File: config.mk
export PLATFORM = sky130hd
export DESIGN_NAME = ppu_lcd_timing
export DESIGN_NICKNAME = d
export VERILOG_FILES = /design/src/rtl/ppu_lcd_timing.sv
export SDC_FILE = /design/constraint.sdc
export NUM_CORES = 1
export LEC_CHECK = 0
export ABC_AREA = 1
export CORE_ASPECT_RATIO = 1.25
export CORE_UTILIZATION = 36
export DETAILED_ROUTE_END_ITERATION = 16
export GPL_TIMING_DRIVEN = 0
export PLACE_DENSITY_LB_ADDON = 0.08
export SLEW_MARGIN = 20
export SYNTH_ARGS = -nofsm -noshare
export SYNTH_HDL_FRONTEND = slang
export SYNTH_SLANG_ARGS = --single-unit
File: constraint.sdc
create_clock -name clk -period 5.7 [get_ports clk]
set_clock_uncertainty 0.1 [all_clocks]
set_input_delay 1.14 -clock clk [delete_from_list [all_inputs] [get_ports clk]]
set_output_delay 1.14 -clock clk [all_outputs]
set_load 0.01 [all_outputs]
File: src/rtl/ppu_lcd_timing.sv
// LCD timing generator for the PPU: dot/line counters, mode decode, LYC compare
// and one-cycle STAT / VBLANK interrupt pulses for the interrupt controller.
`timescale 1ns/1ps
module ppu_lcd_timing #(
  parameter int unsigned DOTS_PER_LINE = 456,
  parameter int unsigned VISIBLE_LINES = 144,
  parameter int unsigned TOTAL_LINES   = 154,
  parameter int unsigned OAM_DOTS      = 80,
  parameter int unsigned DRAW_DOTS     = 172
) (
  input  logic       clk,
  input  logic       reset,
  input  logic       lcd_enable,
  input  logic [3:0] stat_ie,
  input  logic [7:0] lyc,
  output logic [7:0] ly,
  output logic [8:0] dot,
  output logic [1:0] mode,
  output logic       lyc_match,
  output logic       pixel_active,
  output logic [7:0] pixel_x,
  output logic       line_start,
  output logic       frame_start,
  output logic       stat_irq,
  output logic       vblank_irq
);

  typedef enum logic [1:0] {
    MODE_HBLANK = 2'd0,
    MODE_VBLANK = 2'd1,
    MODE_OAM    = 2'd2,
    MODE_DRAW   = 2'd3
  } mode_e;

  localparam logic [8:0] DOT_LAST     = 9'(DOTS_PER_LINE - 1);
  localparam logic [8:0] DRAW_FIRST   = 9'(OAM_DOTS);
  localparam logic [8:0] HBLANK_FIRST = 9'(OAM_DOTS + DRAW_DOTS);
  localparam logic [7:0] LY_LAST      = 8'(TOTAL_LINES - 1);
  localparam logic [7:0] VBLANK_FIRST = 8'(VISIBLE_LINES);
  localparam logic [7:0] PIXEL_BASE   = 8'(OAM_DOTS);

  mode_e mode_d;
  logic  active;
  logic  stat_line;
  logic  stat_line_q;

  // The counters sit at 0/0 both while disabled and while reset is held, which
  // would otherwise decode as mode 2 / line start; every decode is gated here.
  assign active = lcd_enable & ~reset;

  // NOTE: combinational blocks assign every output a default first, so no path
  // leaves a signal unassigned and no latch is inferred.
  always_comb begin
    mode_d = MODE_HBLANK;
    if (active) begin
      if (ly >= VBLANK_FIRST)      mode_d = MODE_VBLANK;
      else if (dot < DRAW_FIRST)   mode_d = MODE_OAM;
      else if (dot < HBLANK_FIRST) mode_d = MODE_DRAW;
    end
  end

  assign mode         = mode_d;
  assign lyc_match    = active & (ly == lyc);
  assign pixel_active = (mode_d == MODE_DRAW);
  assign pixel_x      = pixel_active ? (dot[7:0] - PIXEL_BASE) : '0;
  assign line_start   = active & (dot == '0);
  assign frame_start  = line_start & (ly == '0);

  assign stat_line = active & ((stat_ie[0] & (mode_d == MODE_HBLANK)) |
                               (stat_ie[1] & (mode_d == MODE_VBLANK)) |
                               (stat_ie[2] & (mode_d == MODE_OAM))    |
                               (stat_ie[3] & lyc_match));

  // NOTE: sequential state uses non-blocking assignments so every register
  // samples pre-edge values, regardless of statement order.
  always_ff @(posedge clk or posedge reset) begin
    if (reset) begin
      ly          <= '0;
      dot         <= '0;
      stat_line_q <= 1'b0;
      stat_irq    <= 1'b0;
      vblank_irq  <= 1'b0;
    end else if (!lcd_enable) begin
      ly          <= '0;
      dot         <= '0;
      stat_line_q <= 1'b0;
      stat_irq    <= 1'b0;
      vblank_irq  <= 1'b0;
    end else begin
      if (dot == DOT_LAST) begin
        dot <= '0;
        ly  <= (ly == LY_LAST) ? 8'd0 : ly + 8'd1;
      end else begin
        dot <= dot + 9'd1;
      end
      // A rise while another source already holds the line high is swallowed.
      stat_line_q <= stat_line;
      stat_irq    <= stat_line & ~stat_line_q;
      vblank_irq  <= (ly == VBLANK_FIRST) && (dot == '0);
    end
  end

endmodule
==> reports/metrics.cfg, run 1 <==
[power_and_ir_drop]
swShare_pct = 25.5
p_switching_w = 0.0000730
fin_total_pwr_w = 0.000286
ir_drop_v = 0.0000647
p_seq_share_pct = 51.1
pwr-share-comb_pct = 16.0
intPower_w = 0.000214
leakagePower_nw = 1.01
p_per_area_nw_per_um2 = 136
clkPwrFrac_pct = 32.9

[sta]
slew_violations = 0
maxSlewHeadroom_pct = 44.9
finalSetupViolCount = 0
finalCriticalPeriod_ns = 4.95
max_slew.worst_pin.slew_ns = 0.825
clock.fmax_ghz = 0.202
fin_crit_sh_pct = 86.8
tns_ns = 0
rsz0062_at_grt = no
hold_violations = 0

[floorplan]
io_pins = 48
fp.coreArea_um2 = 4070
num_rows = 26
die_w_um = 60.3
die_y_um = 74.8
dieArea_um2 = 4510
initial_core_util_pct = 37.6

[detailed_routing]
drt_pass1_iterations = 4
drcViolationCount = 0
drtAntennaViolNets = 0
wl_per_cell_um = 12.1
viasPerCell = 4.59
initialDrtViolationCount = 36
vias = 1409
totalWireLength_mm = 3.70

[logic_synthesis]
yosysSeqAreaShare_pct = 32.8
synth_top_flop_cell = dfrtp_1
netlist_area_um2 = 1530
synth_cells = 201
yosys.cell_types.count = 33
syn-num-nets = 224
synthArstFlopShare_pct = 100
avgSynthCellArea_um2 = 7.60
synth_edf_count = 0
yosys_warnings = 0
ys_seq_elements = 20

[clock_network]
cts_tree = done
holdBufCountCts = 0
cts-resized-gates = 0
cts_max_path_buffers = 2
cts.sinks = 20
clkTransAtPathRegs_ns = 0.07
clk_latency_ns = 0.26
cts-htree-levels = 1
root_buffer = clkbuf_8
post_cts_buffers = 0
cts_buffers = 3

[global_route]
met3_usage_pct = 2.06
grtUsageTotal_pct = 18.7
grt_pass1_wl_mm = 6.10
antenna_found_initial = 0
grt_overflow = 0
grt.busiest_layer = met2
grt_use_met2_pct = 33.8
grt_pass1_vias = 1313
grt_max_degree = 22
met1_usage_pct = 21.8

[layout]
antennaDiodeCount = 0
syn_to_final_growth_pct = 38.1
final_common_cell = clkdlybuf4s50_1
final_cell_mix = 47 x clkdlybuf4s50_1, 38 x nand2_1, 31 x nor2_1, 23 x inv_1, 20 x dfrtp_1
fin_nets = 276
final_cells = 307
post_route_cells_drive_above_1_share_pct = 17.5
n_fill_cell = 404

[critical_path]
crit_arrival_ns = 3.71
critPathLaunchType = input port
crit_slowest_cell = inv_1
crit_top_cell = inv_1
critPathCapture = pixel_x[2]
endpoint_kind = output port
r2r_start = dot[4]$_DFF_PP0_
critPathRequiredTime_ns = 4.46
crit_type = in2out
r2r_end = dot[8]$_DFF_PP0_
r2r_setup_slack_ns = 3.77
rr_worst_depth = 8
cp_slowest_stage_delay_ns = 0.60
crit_chain = clkdlybuf4s50_1, inv_1, nand2_1, inv_1, nand4_1, inv_1, nand2_2, nor2_1, clkdlybuf4s50_1
critPathMaxFanout = 21
crit_path_start = reset

[run_status]
outcome = finished clean

[placed_design]
hpwl_mm = 2.94
gp_congestion = 0.877
numPlacedInstances = 304
port_buffers = 47

[worst_hold_path]
min-delay-path-class = reg2reg

[flow_run]
drv_cap = 0

area by class of cell:
class / instances / area, um2 / share of cell area (%)
buffer: 2 / 31.3 / 1.48
clock buffer: 3 / 41.3 / 1.96
inverter: 34 / 133 / 6.29
multi-input combinational: 145 / 863 / 40.9
sequential: 20 / 500 / 23.7
tap: 56 / 70.1 / 3.32
timing repair buffer: 47 / 470 / 22.3
flip-flops by register name (all words and copies together) (netlist names):
register	count
stat_irq	1
dot	9
vblank_irq	1
stat_line_q	1
ly	8
cells by family after synthesis:
family,share of synthesized area [%]
AND/OR/NAND/NOR,37.6
XOR/XNOR,4.01
flip-flops,32.8
buffers and inverters,10.7
AO/OA/AOI/OAI,8.35
adder cells (fa/ha/maj),6.55
critical path: cells and delay by family:
| family | cells | cell delay [ns] |
|---|---|---|
| simple gates | 4 | 0.68 |
| buf+inv | 5 | 1.87 |
power by group through the flow:
stage          logic (W)  clock network (W)  registers, W
2_1_floorplan  0.0000225                  0      0.000150
3_3_place_gp   0.0000462                  0      0.000149
4_1_cts        0.0000468          0.0000967      0.000147
5_1_grt        0.0000517           0.000101      0.000147
3_5_place_dp   0.0000466                  0      0.000149
6_report       0.0000458          0.0000942      0.000146
stage by stage:
stage	instance area (um2)	hold slack (ns)	utilization, %	setup slack, ns
after floorplan	1530	0.292	-	1.95
after detailed placement	2070	0.308	50.9	0.629
after global placement	2070	0.297	50.9	0.652
after global routing	2110	0.333	51.9	0.377
after CTS	2110	0.320	51.9	0.625
final	2110	0.319	51.9	0.755
Yosys cell counts (all sizes together), types with 3 or more instances:
library cell / number / area [um2]
nand2: 46 / 198
nor2: 37 / 164
inv: 33 / 124
dfrtp: 20 / 500
nand3: 17 / 95.1
a21oi: 10 / 65.1
ha: 8 / 100
nor3: 5 / 57.6
nor4: 4 / 40.0
o21ai: 4 / 23.8
xor2: 4 / 35.0
xnor2: 3 / 26.3
how the worst min path moves through the flow:
stage	cells after the start	start	slack, ns	to
6_report	1	stat_line_q$_DFF_PP0_	0.32	stat_irq$_DFF_PP0_
5_1_grt	1	stat_line_q$_DFF_PP0_	0.33	stat_irq$_DFF_PP0_
4_1_cts	1	stat_line_q$_DFF_PP0_	0.32	stat_irq$_DFF_PP0_
3_5_place_dp	1	stat_line_q$_DFF_PP0_	0.31	stat_irq$_DFF_PP0_
3_3_place_gp	1	stat_line_q$_DFF_PP0_	0.30	stat_irq$_DFF_PP0_
2_1_floorplan	1	stat_line_q$_DFF_PP0_	0.29	stat_irq$_DFF_PP0_
routing by layer:
layer	share of wire (%)	wire length, um	up-vias
li1	-	-	735
met1	43	1600	642
met2	53	1940	27
met3	2.4	89	5
met4	1.8	65	0
met5	0	0	-
Power figures use the tool's default switching activity.
==> run 2: changes to the inputs <==
==> constraint.sdc (replaced) <==
create_clock -name clk -period 5.1 [get_ports clk]
set_clock_uncertainty 0.1 [all_clocks]
set_input_delay 1.02 -clock clk [delete_from_list [all_inputs] [get_ports clk]]
set_output_delay 1.02 -clock clk [all_outputs]
set_load 0.01 [all_outputs]
==> results of run 2 <==
The final DEF is identical to that of run 1. Status: finished clean.
Main changes from that run: setup slack after placement 0.629 ns -> 0.269 ns; setup slack after layout 0.755 ns -> 0.395 ns; register-to-register setup slack 3.77 ns -> 3.17 ns; total power 0.000286 W -> 0.000320 W; worst IR drop on VDD 0.0000647 V -> 0.0000723 V
==> run 3: changes to the inputs <==
--- a/config.mk
+++ b/config.mk
@@ -11,6 +11,7 @@
 export DETAILED_ROUTE_END_ITERATION = 16
 export GPL_TIMING_DRIVEN = 0
 export PLACE_DENSITY_LB_ADDON = 0.08
+export SETUP_SLACK_MARGIN = 0.02
 export SLEW_MARGIN = 20
 export SYNTH_ARGS = -nofsm -noshare
 export SYNTH_HDL_FRONTEND = slang
==> run 3 against run 2 <==
Against the previous run: critical path depth did not move; sequential share of layout area about the same; power increased by 0.12%; maximum frequency rose by 5.7%; final area grew 0.18%; clock power about the same; critical path type unchanged; highest routed layer unchanged.
==> reports/metrics.cfg, run 3 (synthesized netlist as in run 1, its figures left out) <==
[run_status]
outcome = finished clean

[detailed_routing]
vias = 1407  ; -0.14%
wl_per_cell_um = 12.1  ; +0.19%
drtAntennaViolNets = 0  ; unchanged
drt_pass1_iterations = 4  ; unchanged
initialDrtViolationCount = 36  ; unchanged
drcViolationCount = 0  ; unchanged
viasPerCell = 4.58  ; -0.14%
totalWireLength_mm = 3.71  ; +0.19%

[clock_network]
root_buffer = clkbuf_8
holdBufCountCts = 0  ; unchanged
clkTransAtPathRegs_ns = 0.07  ; about the same
cts_buffers = 3  ; unchanged
post_cts_buffers = 0  ; unchanged
cts_max_path_buffers = 2  ; unchanged
clk_latency_ns = 0.26  ; about the same
cts_tree = done
cts.sinks = 20  ; unchanged
cts-htree-levels = 1  ; unchanged

[global_route]
grt_pass1_wl_mm = 6.10  ; unchanged
antenna_found_initial = 0  ; unchanged
grt_max_degree = 22  ; unchanged
grtUsageTotal_pct = 18.7  ; unchanged
grt_overflow = 0  ; unchanged
grt_pass1_vias = 1313  ; unchanged

[floorplan]
num_rows = 26  ; unchanged
die_y_um = 74.8  ; unchanged
fp.coreArea_um2 = 4070  ; unchanged
dieArea_um2 = 4510  ; unchanged
die_w_um = 60.3  ; unchanged
io_pins = 48  ; unchanged
initial_core_util_pct = 37.6  ; unchanged

[critical_path]
crit_chain = clkdlybuf4s50_1, clkinvlp_4, nand2_1, inv_1, nand4_1, inv_1, nand2_2, nor2_1, clkdlybuf4s50_1
critPathRequiredTime_ns = 3.98
crit_family = buffers and inverters
crit_type = in2out
r2r_setup_slack_ns = 3.16
critPathLaunchType = input port
crit_arrival_ns = 3.33
critPathMaxFanout = 21  ; unchanged
endpoint_kind = output port
crit_slowest_cell = clkdlybuf4s50_1
path_buf_inv = 5  ; unchanged
rr_worst_depth = 8  ; unchanged
cp.depth = 9  ; unchanged
cp_slowest_stage_delay_ns = 0.50  ; -0.10 ns

[sta]
hold_violations = 0  ; unchanged
worst_slack_ns = 0.651
tns_ns = 0  ; unchanged
slew_violations = 0  ; unchanged
clock.fmax_ghz = 0.225
maxSlewHeadroom_pct = 67.9  ; +23 points
finalSetupViolCount = 0  ; unchanged
finalCriticalPeriod_ns = 4.45
fin_crit_sh_pct = 87.2
max_slew.worst_pin.slew_ns = 0.480  ; -0.345 ns
rsz0062_at_grt = no

[layout]
antennaDiodeCount = 0  ; unchanged
syn_to_final_growth_pct = 38.3
final_util_pct = 52.0  ; +0.092 points
top_regs = dot: 9 flops, ly: 8 flops
finish.instance_area_um2 = 2110  ; +0.18%
final_common_cell = clkdlybuf4s50_1
largest_reg_flops = 9  ; unchanged
post_route_cells_drive_above_1_share_pct = 17.9  ; +0.40 points
largest_register = dot
fin_nets = 276  ; unchanged
final_cell_mix = 47 x clkdlybuf4s50_1, 38 x nand2_1, 31 x nor2_1, 22 x inv_1, 20 x dfrtp_1

[power_and_ir_drop]
ir_drop_v = 0.0000723
fin_total_pwr_w = 0.000321
p_per_area_nw_per_um2 = 152
leakagePower_nw = 1.00  ; -0.51%

[placed_design]
port_buffers = 47  ; unchanged
dpl_worst_slack_ns = 0.269
hpwl_mm = 2.94  ; unchanged
detailed_place.area_um2 = 2070  ; unchanged
gp_congestion = 0.877  ; unchanged

[worst_hold_path]
hold_depth = 1  ; unchanged
min-delay-path-class = reg2reg

[flow_run]
drv_cap = 0  ; unchanged

-- run 3: power by group --
part           internal (W)  leakage (nW)  switching [W]  total [W]
combinational     0.0000250         0.705      0.0000266  0.0000516
clock             0.0000527        0.0216      0.0000526   0.000105
sequential         0.000161         0.276     0.00000261   0.000164
-- run 3: timing repair --
| action | in CTS | in global routing |
|---|---|---|
| endpoints found under the setup margin | 0 | 1 |
| endpoints found under the hold margin | 0 | 0 |
| gates resized for setup | 0 | 1 |
-- run 3: per-layer routing --
layer / share of wire (%) / GRT usage (%)
met5: 0 / 0
met4: 1.8 / 8.53
met3: 2.4 / 2.06
met2: 53 / 33.8
met1: 43 / 21.8
-- run 3: cell type report --
cell class                      count  area [um2]
Inverter                           34         136
Fill cell                         402        1950
Sequential cell                    20         500
Multi-Input combinational cell    145         863
Clock buffer                        3        41.3
Tap cell                           56        70.1
Timing Repair Buffer               47         470
Buffer                              2        31.3
-- run 3: path summary, 6_finish.rpt --
kind / to / start
max in group asynchronous: stat_irq$_DFF_PP0_ / reset
hold / removal: stat_irq$_DFF_PP0_ / stat_line_q$_DFF_PP0_
setup reg to reg: dot[8]$_DFF_PP0_ / dot[4]$_DFF_PP0_
setup / recovery: pixel_x[4] / reset
min in group asynchronous: ly[2]$_DFFE_PP0P_ / reset
hold reg to reg: stat_irq$_DFF_PP0_ / stat_line_q$_DFF_PP0_
-- run 3: stage by stage --
step / hold WS, ns / cells
5_1_grt: 0.333 / 307
3_5_place_dp: 0.308 / 304
3_3_place_gp: 0.297 / 304
6_report: 0.319 / 307
4_1_cts: 0.320 / 307
2_1_floorplan: 0.292 / 201
